==> src/rtl/fetch_queue_if.sv <==
// Handshake bundle between the fetch queue, instruction memory and the datapath.
// The master side is the fetch queue itself; the slave side is its environment.
interface fetch_queue_if;
    logic        redirectValid;
    logic [31:0] redirectPc;
    logic        memReq;
    logic [31:0] memAddr;
    logic        memAck;
    logic [31:0] memData;
    logic        instValid;
    logic [31:0] instPc;
    logic [31:0] instruction;
    logic        instReady;

    modport master (
        input  redirectValid, redirectPc, memAck, memData, instReady,
        output memReq, memAddr, instValid, instPc, instruction
    );

    modport slave (
        output redirectValid, redirectPc, memAck, memData, instReady,
        input  memReq, memAddr, instValid, instPc, instruction
    );
endinterface

==> src/rtl/fetch_queue.sv <==
// Instruction fetch queue: one outstanding memory request, a DEPTH-entry {pc, instruction}
// FIFO, and a DROP state that swallows the in-flight response after a redirect.
module fetch_queue #(
    parameter int unsigned DEPTH    = 4,
    parameter logic [31:0] RESET_PC = 32'h0000_0000
) (
    input  logic          clock,
    input  logic          reset,
    fetch_queue_if.master bus
);
    localparam int unsigned PW        = (DEPTH > 1) ? $clog2(DEPTH) : 1;
    localparam int unsigned CNT_W     = PW + 1;
    localparam logic [PW-1:0]    PTR_ONE   = PW'(1);
    localparam logic [CNT_W-1:0] DEPTH_CNT = CNT_W'(DEPTH);

    localparam logic [0:0] FETCH = 1'b0;
    localparam logic [0:0] DROP  = 1'b1;

    logic [0:0]       state_q, state_d;
    logic [CNT_W-1:0] count_q, count_d;
    logic [PW-1:0]    head_q, head_d;
    logic [PW-1:0]    tail_q, tail_d;
    logic [31:0]      fetch_pc_q, fetch_pc_d;
    logic [31:0]      mem_addr_q, mem_addr_d;
    logic             mem_req_q, mem_req_d;

    logic [31:0] pc_mem   [DEPTH];
    logic [31:0] inst_mem [DEPTH];

    logic        handshake;
    logic        hold;
    logic        push;
    logic        pop;
    logic [31:0] target;

    always_comb begin
        handshake = mem_req_q & bus.memAck;
        hold      = mem_req_q & ~bus.memAck;
        push      = (state_q == FETCH) & handshake & ~bus.redirectValid;
        pop       = (count_q != '0) & bus.instReady & ~bus.redirectValid;
        target    = bus.redirectPc & ~32'h3;

        head_d     = head_q;
        tail_d     = tail_q;
        count_d    = count_q;
        fetch_pc_d = fetch_pc_q;

        if (bus.redirectValid) begin
            head_d     = '0;
            tail_d     = '0;
            count_d    = '0;
            fetch_pc_d = target;
        end else begin
            if (push) begin
                tail_d     = tail_q + PTR_ONE;
                fetch_pc_d = mem_addr_q + 32'd4;
            end
            if (pop) begin
                head_d = head_q + PTR_ONE;
            end
            count_d = count_q + CNT_W'(push) - CNT_W'(pop);
        end

        // A redirect that lands while a request is still in flight must wait for that
        // response to drain; any completed or absent request frees us to fetch again.
        if (hold) begin
            state_d    = bus.redirectValid ? DROP : state_q;
            mem_req_d  = 1'b1;
            mem_addr_d = mem_addr_q;
        end else begin
            state_d    = FETCH;
            mem_req_d  = (count_d < DEPTH_CNT);
            mem_addr_d = fetch_pc_d;
        end
    end

    always_ff @(posedge clock) begin
        if (!reset) begin
            state_q    <= FETCH;
            count_q    <= '0;
            head_q     <= '0;
            tail_q     <= '0;
            fetch_pc_q <= RESET_PC;
            mem_addr_q <= RESET_PC;
            mem_req_q  <= 1'b0;
        end else begin
            state_q    <= state_d;
            count_q    <= count_d;
            head_q     <= head_d;
            tail_q     <= tail_d;
            fetch_pc_q <= fetch_pc_d;
            mem_addr_q <= mem_addr_d;
            mem_req_q  <= mem_req_d;
        end
    end

    always_ff @(posedge clock) begin
        if (reset && push) begin
            pc_mem[tail_q]   <= mem_addr_q;
            inst_mem[tail_q] <= bus.memData;
        end
    end

    assign bus.memReq      = mem_req_q;
    assign bus.memAddr     = mem_addr_q;
    assign bus.instValid   = (count_q != '0);
    assign bus.instPc      = (count_q != '0) ? pc_mem[head_q] : 32'h0;
    assign bus.instruction = (count_q != '0) ? inst_mem[head_q] : 32'h0;
endmodule

==> src/flat_wrapper.sv <==
// flat-port wrapper written by rule: the top's interface ports become plain ports
module fetch_queue_flat 
#(
    parameter int unsigned DEPTH    = 4,
    parameter logic [31:0] RESET_PC = 32'h0000_0000
)
  (clock, reset, bus_redirectValid, bus_redirectPc, bus_memAck, bus_memData, bus_instReady, bus_memReq, bus_memAddr, bus_instValid, bus_instPc, bus_instruction);
  fetch_queue_if bus_i ();
  input  logic clock;
  input  logic reset;
  input wire logic [$bits(bus_i.redirectValid)-1:0] bus_redirectValid;
  input wire logic [$bits(bus_i.redirectPc)-1:0] bus_redirectPc;
  input wire logic [$bits(bus_i.memAck)-1:0] bus_memAck;
  input wire logic [$bits(bus_i.memData)-1:0] bus_memData;
  input wire logic [$bits(bus_i.instReady)-1:0] bus_instReady;
  output wire logic [$bits(bus_i.memReq)-1:0] bus_memReq;
  output wire logic [$bits(bus_i.memAddr)-1:0] bus_memAddr;
  output wire logic [$bits(bus_i.instValid)-1:0] bus_instValid;
  output wire logic [$bits(bus_i.instPc)-1:0] bus_instPc;
  output wire logic [$bits(bus_i.instruction)-1:0] bus_instruction;
  assign bus_i.redirectValid = bus_redirectValid;
  assign bus_i.redirectPc = bus_redirectPc;
  assign bus_i.memAck = bus_memAck;
  assign bus_i.memData = bus_memData;
  assign bus_i.instReady = bus_instReady;
  assign bus_memReq = bus_i.memReq;
  assign bus_memAddr = bus_i.memAddr;
  assign bus_instValid = bus_i.instValid;
  assign bus_instPc = bus_i.instPc;
  assign bus_instruction = bus_i.instruction;
  fetch_queue #(.DEPTH(DEPTH), .RESET_PC(RESET_PC)) u_core (.clock(clock), .reset(reset), .bus(bus_i));
endmodule
==> config.mk <==
export PLATFORM = sky130hd
export DESIGN_NAME = fetch_queue_flat
export DESIGN_NICKNAME = d
export VERILOG_FILES = /design/src/rtl/fetch_queue_if.sv /design/src/rtl/fetch_queue.sv /design/src/flat_wrapper.sv
export SDC_FILE = /design/constraint.sdc
export NUM_CORES = 1
export LEC_CHECK = 0
export ABC_CLOCK_PERIOD_IN_PS = 6870
export BUFFER_PORTS_ARGS = -buffer_cell sky130_fd_sc_hd__buf_4
export CAP_MARGIN = 10
export CORE_ASPECT_RATIO = 0.5
export CORE_UTILIZATION = 40
export DETAILED_ROUTE_END_ITERATION = 10
export MAX_ROUTING_LAYER = met4
export SKIP_CTS_REPAIR_TIMING = 1
export SYNTH_ARGS = -nofsm -noshare
export SYNTH_HDL_FRONTEND = slang
export SYNTH_SLANG_ARGS = --single-unit
==> constraint.sdc <==
create_clock -name clock -period 6.87 [get_ports clock]
set_input_delay 0.3435 -clock clock [delete_from_list [all_inputs] [get_ports clock]]
set_output_delay 0.3435 -clock clock [all_outputs]
set_load 0.005 [all_outputs]
Word level (Yosys, flattened, before mapping)
Memory sizes are Yosys's and may differ from the RTL's. A register that Yosys moved wholly into a read port is not among the register bits.
Cells that the tools add are included.
{"block": "op_classes", "n_addsub": 5, "bitwise": 10, "mux": 12, "n_reduce_logical": 4, "order_cmp": 1}
{"cell": "two-way mux 32 bit", "count": 4}
{"cell": "adder 32 x 3 -> 32 bit, second input constant", "count": 1}
{"cell": "two-way mux 2 bit", "count": 4}
{"cell": "AND 1 bit", "count": 6}
{"cell": "adder 2 x 1 -> 2 bit, second input constant", "count": 2}
{"cell": "inverter 1 bit", "count": 4}
{"cell": "adder 3 x 1 -> 3 bit", "count": 1}
{"cell": "less-than comparator 3 bit, second input constant", "count": 1}
{"cell": "two-way mux 1 bit", "count": 3}
{"cell": "two-way mux 3 bit", "count": 1}
{"cell": "nonzero test 3 bit", "count": 1}
{"cell": "subtractor 3 x 1 -> 3 bit", "count": 1}
{"cell": "AND reduction 2 bit", "count": 1}
{"cell": "OR reduction 2 bit", "count": 1}
{"cell": "logical AND 1 bit", "count": 1}
{"block": "totals", "ram_bits": 256, "ff_bits": 73, "wordCells": 41, "mem_count": 2, "input_bits": 69}
{"memory": "u_core.inst_mem", "words": 4, "width": 32, "rd": 1, "rd_ports_with_merged_regs": 1, "write_ports": 1, "line": "fetch_queue.sv:28", "text": "logic [31:0] inst_mem [DEPTH];"}
{"memory": "u_core.pc_mem", "words": 4, "width": 32, "rd": 1, "rd_ports_with_merged_regs": 1, "write_ports": 1, "line": "fetch_queue.sv:27", "text": "logic [31:0] pc_mem [DEPTH];"}

Logic depth before layout (Yosys ltp)
Gate-level depths: netlist (run 1).
{"block": "logic_depth", "depth_word": 8, "depth_mapped": 13}

Least setup slack after synthesis (run 1)
No wires, ideal clock.
{"block": "synth_path", "path_type": "input port to flip-flop", "startpoint": "in bus_redirectValid", "endpoint": "mem u_core.inst_mem[1][0] (enable)", "path_slack_ps": 3787, "t_arrival_ps": 2654, "setup_ps": 429, "stages": 5, "path_cell_list": "nand4bb_1 -> clkbuf_1 -> clkinv_1 -> clkbuf_1 -> and3_1"}
{"block": "synth_between", "elab_chain_len": 5}
{"element": "from (decl)", "line": "flat_wrapper.sv:11", "text": "input wire logic [$bits(bus_i.redirectValid)-1:0] bus_redirectValid;"}
{"element": "inverter 1 bit", "line": "fetch_queue.sv:39", "text": "push = (state_q == FETCH) & handshake & ~bus.redirectValid;"}
{"element": "AND 1 bit", "line": "fetch_queue.sv:39"}
{"element": "logical AND 1 bit", "line": "fetch_queue.sv:98", "text": "if (reset && push) begin"}
{"element": "two-way mux 1 bit", "line": "fetch_queue.sv:98"}
{"element": "two-way mux 1 bit (not written as such)", "line": "fetch_queue.sv:100", "text": "inst_mem[tail_q] <= bus.memData;"}
{"element": "to (decl)", "line": "fetch_queue.sv:28"}
Every way passes these cells.

==> impl_metrics.yaml, run 1 <==
sta:
  fin_crit_ns: 3.36
  final-hold-violation-count: 0
  setup_ws_ns: 3.51
  worstMarginPinSlew_ns: 1.08
  slew_viol_final: 0
  fin_tns_setup_ns: 0
  rsz0062_at_grt: "false"
  slew_headroom_pct: 28.1
  setup_violations: 0
  finClkSkew_ns: 0.0144
  finalCritPeriodShare_pct: 49.0
  fmax_mhz: 297
final_layout:
  synthToLayoutAreaGrowth_pct: 21.9
  layout_commonest_cell: "edfxtp_1"
  nNetsFinal: 1149
  post_route_cells_drive_above_1_share_pct: 26.7
  antennaDiodeCount: 0
  fin_cells: 1538
  fin_util_pct: 49.6
  final_cell_mix: "256 x edfxtp_1, 170 x buf_4, 73 x dfxtp_1, 68 x and2_1, 65 x nand2_1"
power:
  powerDensity_nw_per_um2: 254
  peakVddDrop_mv: 0.187
  leakage_nw: 5.70
  p_total_mw: 4.16
grt:
  antenna_found_initial: 0
  grt_overflow: 0
  grt_pass1_vias: 8149
  grt_start_max_net_pins: 68
  top_usage_layer: "met2"
  grt_use_total_pct: 18.6
  grt_use_met2_pct: 30.6
  use_met3_pct: 2.72
  grt_pass1_wl_mm: 47.7
  use_met1_pct: 24.8
cts:
  cts_tree: "done"
  clkSlewWorstSetupHoldPaths_ns: 0.07
  root_buffer: "clkbuf_16"
  clockBufferDepth: 3
  htreeDepth: 1
  insertion_delay_ns: 0.57
  cts_inserted_buffers: 31
  cts.sinks: 331
placed_design:
  dp_hpwl_mm: 18.1
  port_buffers: 164
  place_inst: 1448
  gp_congestion: 0.795
  place_ws_ns: 3.68
synth:
  synth_area_leaders: "edfxtp_1 57%, dfxtp_1 11%, mux4_2 11%"
  synth.net_count: 969
  synthXorXnorAreaFrac_pct: 1.37
  synth-async-reset-ratio_pct: 0
  synth_warnings: 0
  synth_area_sq_um: 13400
  synth-seq-cells: 331
  synth_top_family_by_area: "multiplexers"
  yosysTopAreaCellShare_pct: 57.2
  synth_edf_count: 256
  ys_types: 52
  yosys.area_share.simple_pct: 10.5
  netlist_instances: 892
  synthFlopType: "edfxtp_1"
  synth_top_area_cell: "edfxtp_1"
  synth.avg_cell_area_sq_um: 15.1
  synth_compound_area_share_pct: 5.25
  synth_mux_area_share_pct: 11.8
  synthAdderAreaFrac_pct: 0.801
  ys_seq_area_share_pct: 68.4
flow_run:
  cap_violations: 0
floorplanning:
  die_y_microns: 132
  rows: 47
  die_w_microns: 261
  initial_utilization_pct: 40.7
  io-pin-count: 167
  die_area_sq_um: 34400
  core_area_sq_um: 33000
routing:
  routedWlPerCell_microns: 20.2
  dr.pass1.iters: 7
  via_per_inst: 5.31
  vias: 8165
  drtIter0Drc: 510
  drc_errors: 0
  routed_wl_mm: 31.1
  ant_nets: 0
setup_path:
  critPathMaxFanout: 37
  endpoint_kind: "output pin"
  path_class: "register to output pin"
  crit_required_ns: 6.53
  critical_path_arrival_ns: 3.02
  crit_path_start_kind: "register"
worst_hold_path:
  hp-class: "input port to register"
run_status:
  status: "completed"
-- path summary, 6_finish.rpt --
check                                       start                              end  slack, ns  cells past startpoint
hold / removal                  bus_redirectPc[6]  u_core.fetch_pc_q[6]$_SDFF_PN0_       0.04                      3
hold reg to reg   u_core.fetch_pc_q[1]$_SDFF_PN0_  u_core.fetch_pc_q[1]$_SDFF_PN0_       0.47                      2
setup reg to reg     u_core.count_q[1]$_SDFF_PP0_     u_core.bus.memReq$_SDFF_PN0_       3.84                     13
setup / recovery                         register                   bus_instPc[29]       3.51                      4
-- per-stage QoR --
step,hold slack [ns],area [sq um]
2_1_floorplan,0.441,13400
3_3_place_gp,0.446,15100
3_5_place_dp,0.468,15100
4_1_cts,-0.0577,16100
5_1_grt,0.0377,16400
6_report,0.0369,16400
-- kinds of logic (layout without fill, tap and decap cells) --
logic type	Yosys count	after routing
AO/OA/AOI/OAI	117	117
XOR/XNOR	21	21
adder cells (fa/ha/maj)	8	8
buffers and inverters	65	270
flip-flops	331	331
multiplexers	78	78
AND/OR/NAND/NOR	272	272
-- critical path, stage by stage, from the launching register on --
cell and delay [ns]:
dfxtp_4 0.74, buf_4 0.75, mux4_2 0.58, and2_1 0.18, buf_4 0.13
-- state kept, by name, indices dropped and copies added, names as in the netlist, named ones only --
signal              cells
u_core.inst_mem       128
u_core.bus.memReq       1
u_core.fetch_pc_q      32
u_core.tail_q           2
u_core.pc_mem         128
u_core.bus.memAddr     32
u_core.state_q          1
u_core.count_q          3
u_core.head_q           2
-- power by group --
group	switching, mW	total, mW	internal [mW]
registers	0.0531	2.25	2.19
logic	0.115	0.236	0.121
clock network	0.731	1.68	0.944
-- synthesized netlist by cell type, drive strengths merged (6+ instances only) --
library cell / instances
a21oi: 35
ha: 7
nand2: 65
edfxtp: 256
o21ai: 39
clkbuf: 46
or4: 6
and3: 14
xnor2: 12
and2: 68
nor3: 16
inv: 8
mux4: 64
a211oi: 10
nor2: 50
nand4: 9
mux2i: 8
xor2: 9
nor4: 6
dfxtp: 75
buf: 9
o21a: 6
mux2: 6
nand3: 23
-- per-layer routing --
metal,up-vias,part of all wire [%]
met5,-,0
met4,0,1.7
met3,38,3.5
met2,160,50
met1,4192,45
li1,3775,-
-- final cells by class --
cell class	count	area, sq um
Tap cell	441	552
Timing Repair Buffer	202	1600
Sequential cell	331	9200
Multi-Input combinational cell	496	4020
Inverter	10	37.5
Fill cell	2827	16700
Clock inverter	6	67.6
Clock buffer	52	916
Note: power is estimated with default switching activity, not from simulation.
==> run 2: changes to the inputs <==
--- a/config.mk
+++ b/config.mk
@@ -5,7 +5,8 @@
 export SDC_FILE = /design/constraint.sdc
 export NUM_CORES = 1
 export LEC_CHECK = 0
-export ABC_CLOCK_PERIOD_IN_PS = 6870
+export ABC_AREA = 1
+export ABC_CLOCK_PERIOD_IN_PS = 2700
 export BUFFER_PORTS_ARGS = -buffer_cell sky130_fd_sc_hd__buf_4
 export CAP_MARGIN = 10
 export CORE_ASPECT_RATIO = 0.5
==> constraint.sdc (replaced) <==
create_clock -name clock -period 2.7 [get_ports clock]
set_input_delay 0.135 -clock clock [delete_from_list [all_inputs] [get_ports clock]]
set_output_delay 0.135 -clock clock [all_outputs]
set_load 0.005 [all_outputs]
==> impl_metrics.yaml, run 2 <==
synth:
  netlist_instances: 1407
  synth_area_sq_um: 13900
  synth-seq-cells: 331
  synth.net_count: 1484
  synth-async-reset-ratio_pct: 0
  synth_top_area_cell: "edfxtp_1"
  synthXorXnorAreaFrac_pct: 0.440
  synth_mux_area_share_pct: 0
  yosys.area_share.simple_pct: 19.1
  synth_area_leaders: "edfxtp_1 55%, dfxtp_1 11%, nor2_1 9.3%"
  synth_compound_area_share_pct: 9.60
  synth_edf_count: 256
  synth_top_family_by_area: "simple AND/OR/NAND/NOR gates"
  ys_types: 29
  synth_warnings: 0
  ys_seq_area_share_pct: 65.9
  yosysTopAreaCellShare_pct: 55.1
  synthAdderAreaFrac_pct: 0.772
  synthFlopType: "edfxtp_1"
  yosysMostFrequentCell: "nor2_1"
  synth.avg_cell_area_sq_um: 9.91
  ys_top_cells_by_count: "345 x nor2_1, 256 x edfxtp_1, 231 x nand2_1"
sta:
  worstMarginPinSlew_ns: 0.905
  finClkSkew_ns: 0.0173
  hold_slack_ns: 0.324
  slew_headroom_pct: 39.7
  finalCritPeriodShare_pct: 93.6
  fmax_mhz: 396
  setup_violations: 0
  fin_tns_setup_ns: 0
  fin_crit_ns: 2.53
  setup_ws_ns: 0.174
  rsz0062_at_grt: "false"
  slew_viol_final: 0
  final-hold-violation-count: 0
setup_path:
  path_class: "register to output pin"
  crit_required_ns: 2.57
  critPathLaunch: "u_core.count_q[1]$_SDFF_PP0_"
  r2r-start: "u_core.count_q[1]$_SDFF_PP0_"
  reg2regPathDepth: 14
  critPathMaxFanout: 64
  endpoint_kind: "output pin"
  rr_endpoint: "u_core.bus.memReq$_SDFF_PN0_"
  r2r_slack_ns: 0.24
  crit_path_start_kind: "register"
  critical_path_arrival_ns: 2.39
  endpoint: "bus_instPc[14]"
floorplanning:
  die_y_microns: 134
  core_area_sq_um: 33700
  io-pin-count: 167
  rows: 47
  initial_utilization_pct: 41.4
  die_w_microns: 266
  die_area_sq_um: 35700
power:
  powerDensity_nw_per_um2: 617
  comb_power_share_pct: 6.7
  p_seq_share_pct: 53.1
  p_int_mw: 8.43
  switching_share_pct: 22.0
  switching_power_mw: 2.37
  pwr-share-clk_pct: 40.1
  p_total_mw: 10.8
  peakVddDrop_mv: 0.301
  leakage_nw: 6.72
final_layout:
  fin_util_pct: 52.0
  fin_cells: 2121
  fillers: 2966
  post_route_cells_drive_above_1_share_pct: 16.9
  layout_commonest_cell: "nor2_1"
  stdcell_area_sq_um: 17500
  nNetsFinal: 1711
  antennaDiodeCount: 0
  biggestRegsByFlops: "u_core.inst_mem (128), u_core.pc_mem (128)"
  final_cell_mix: "340 x nor2_1, 256 x edfxtp_1, 231 x nand2_1, 183 x buf_4, 147 x o21ai_0"
  synthToLayoutAreaGrowth_pct: 25.7
placed_design:
  dp_hpwl_mm: 21.3
  gp_congestion: 0.869
  place_ws_ns: 0.131
  place_inst: 1994
  port_buffers: 164
  placed_cell_area_sq_um: 15800
grt:
  grt_overflow: 0
  grt_start_max_net_pins: 129
  grt_pass1_vias: 10283
  grt_use_total_pct: 20.4
  grt_pass1_wl_mm: 55.2
  antenna_found_initial: 0
routing:
  routedLengthMet1_mm: 15.9
  drc_errors: 0
  wl_met2_mm: 17.2
  vias: 10575
  ant_nets: 0
  drtIter0Drc: 803
  routedWlPerCell_microns: 16.7
  routed_wl_mm: 35.4
  dr.pass1.iters: 6
  via_per_inst: 4.99
  highest_layer: "met4"
  wl_met3_mm: 1.69
cts:
  root_buffer: "clkbuf_16"
  htreeDepth: 1
  clockBufferDepth: 3
  cts_tree: "done"
  insertion_delay_ns: 0.57
  cts.sinks: 331
  clkSlewWorstSetupHoldPaths_ns: 0.06
  cts_inserted_buffers: 31
run_status:
  status: "completed"
worst_hold_path:
  hp-class: "input port to register"
flow_run:
  cap_violations: 0
==> run 2: changes by cell type after synthesis, moves of 60 or more <==
| cell | previous run | this run |
|---|---|---|
| and2_1 | 68 | 0 |
| inv_1 | 8 | 68 |
| mux4_2 | 64 | 0 |
| nand2_1 | 65 | 231 |
| nor2_1 | 50 | 345 |
| o21ai_0 | 37 | 148 |
==> run 2: cell type report <==
| type | instances | area (sq um) | share of cell area (%) |
|---|---|---|---|
| clock inverters | 18 | 174 | 0.992 |
| multi-input cells | 933 | 4210 | 24.0 |
| well taps | 465 | 582 | 3.32 |
| inverters | 74 | 279 | 1.59 |
| clock buffers | 37 | 840 | 4.79 |
| flip-flops and latches | 331 | 9190 | 52.5 |
| repair buffers | 263 | 2250 | 12.9 |
==> run 2: cell families (layout without fill, tap and decap cells) <==
logic type      after synthesis  in the layout
fa+ha+maj                     8              8
flops                       331            331
buf+inv                     143            392
compound gates              259            259
simple gates                659            659
xor+xnor                      7              7
==> run 2: worst min path at each step <==
stage / start / to / slack (ns) / cells after the start
final: bus_memData[8] / u_core.inst_mem[3][8]$_DFFE_PP_ / 0.32 / 2
after global routing: bus_memData[30] / u_core.inst_mem[1][30]$_DFFE_PP_ / 0.31 / 2
after CTS: bus_memData[12] / u_core.inst_mem[0][12]$_DFFE_PP_ / -0.26 / 1
after detailed placement: bus_memData[2] / u_core.inst_mem[2][2]$_DFFE_PP_ / 0.34 / 1
after global placement: bus_memData[26] / u_core.inst_mem[1][26]$_DFFE_PP_ / 0.33 / 1
after floorplan: bus_memData[0] / u_core.inst_mem[0][0]$_DFFE_PP_ / 0.23 / 0
==> run 2: worst max-delay path, cell delays in order (launching register included) <==
cell and delay, ns:
dfxtp_1 0.34, or2_4 0.27, nor2_4 0.08, buf_4 0.67, a21oi_1 0.20, buf_4 0.21
==> run 2: layer usage <==
metal | global-route usage [%] | up-vias
met5 | - | -
met4 | 4.60 | 0
met3 | 2.74 | 51
met2 | 34.0 | 232
met1 | 26.8 | 5121
li1 | - | 5171
==> run 2: power groups by stage <==
stage / Combinational, mW / Clock [mW] / Sequential (mW)
floorplan: 0.321 / 0 / 5.79
global placement: 0.631 / 0 / 5.84
detailed placement: 0.645 / 0 / 5.85
CTS: 0.648 / 4.45 / 5.74
global route: 0.809 / 4.65 / 5.75
finish: 0.728 / 4.34 / 5.74
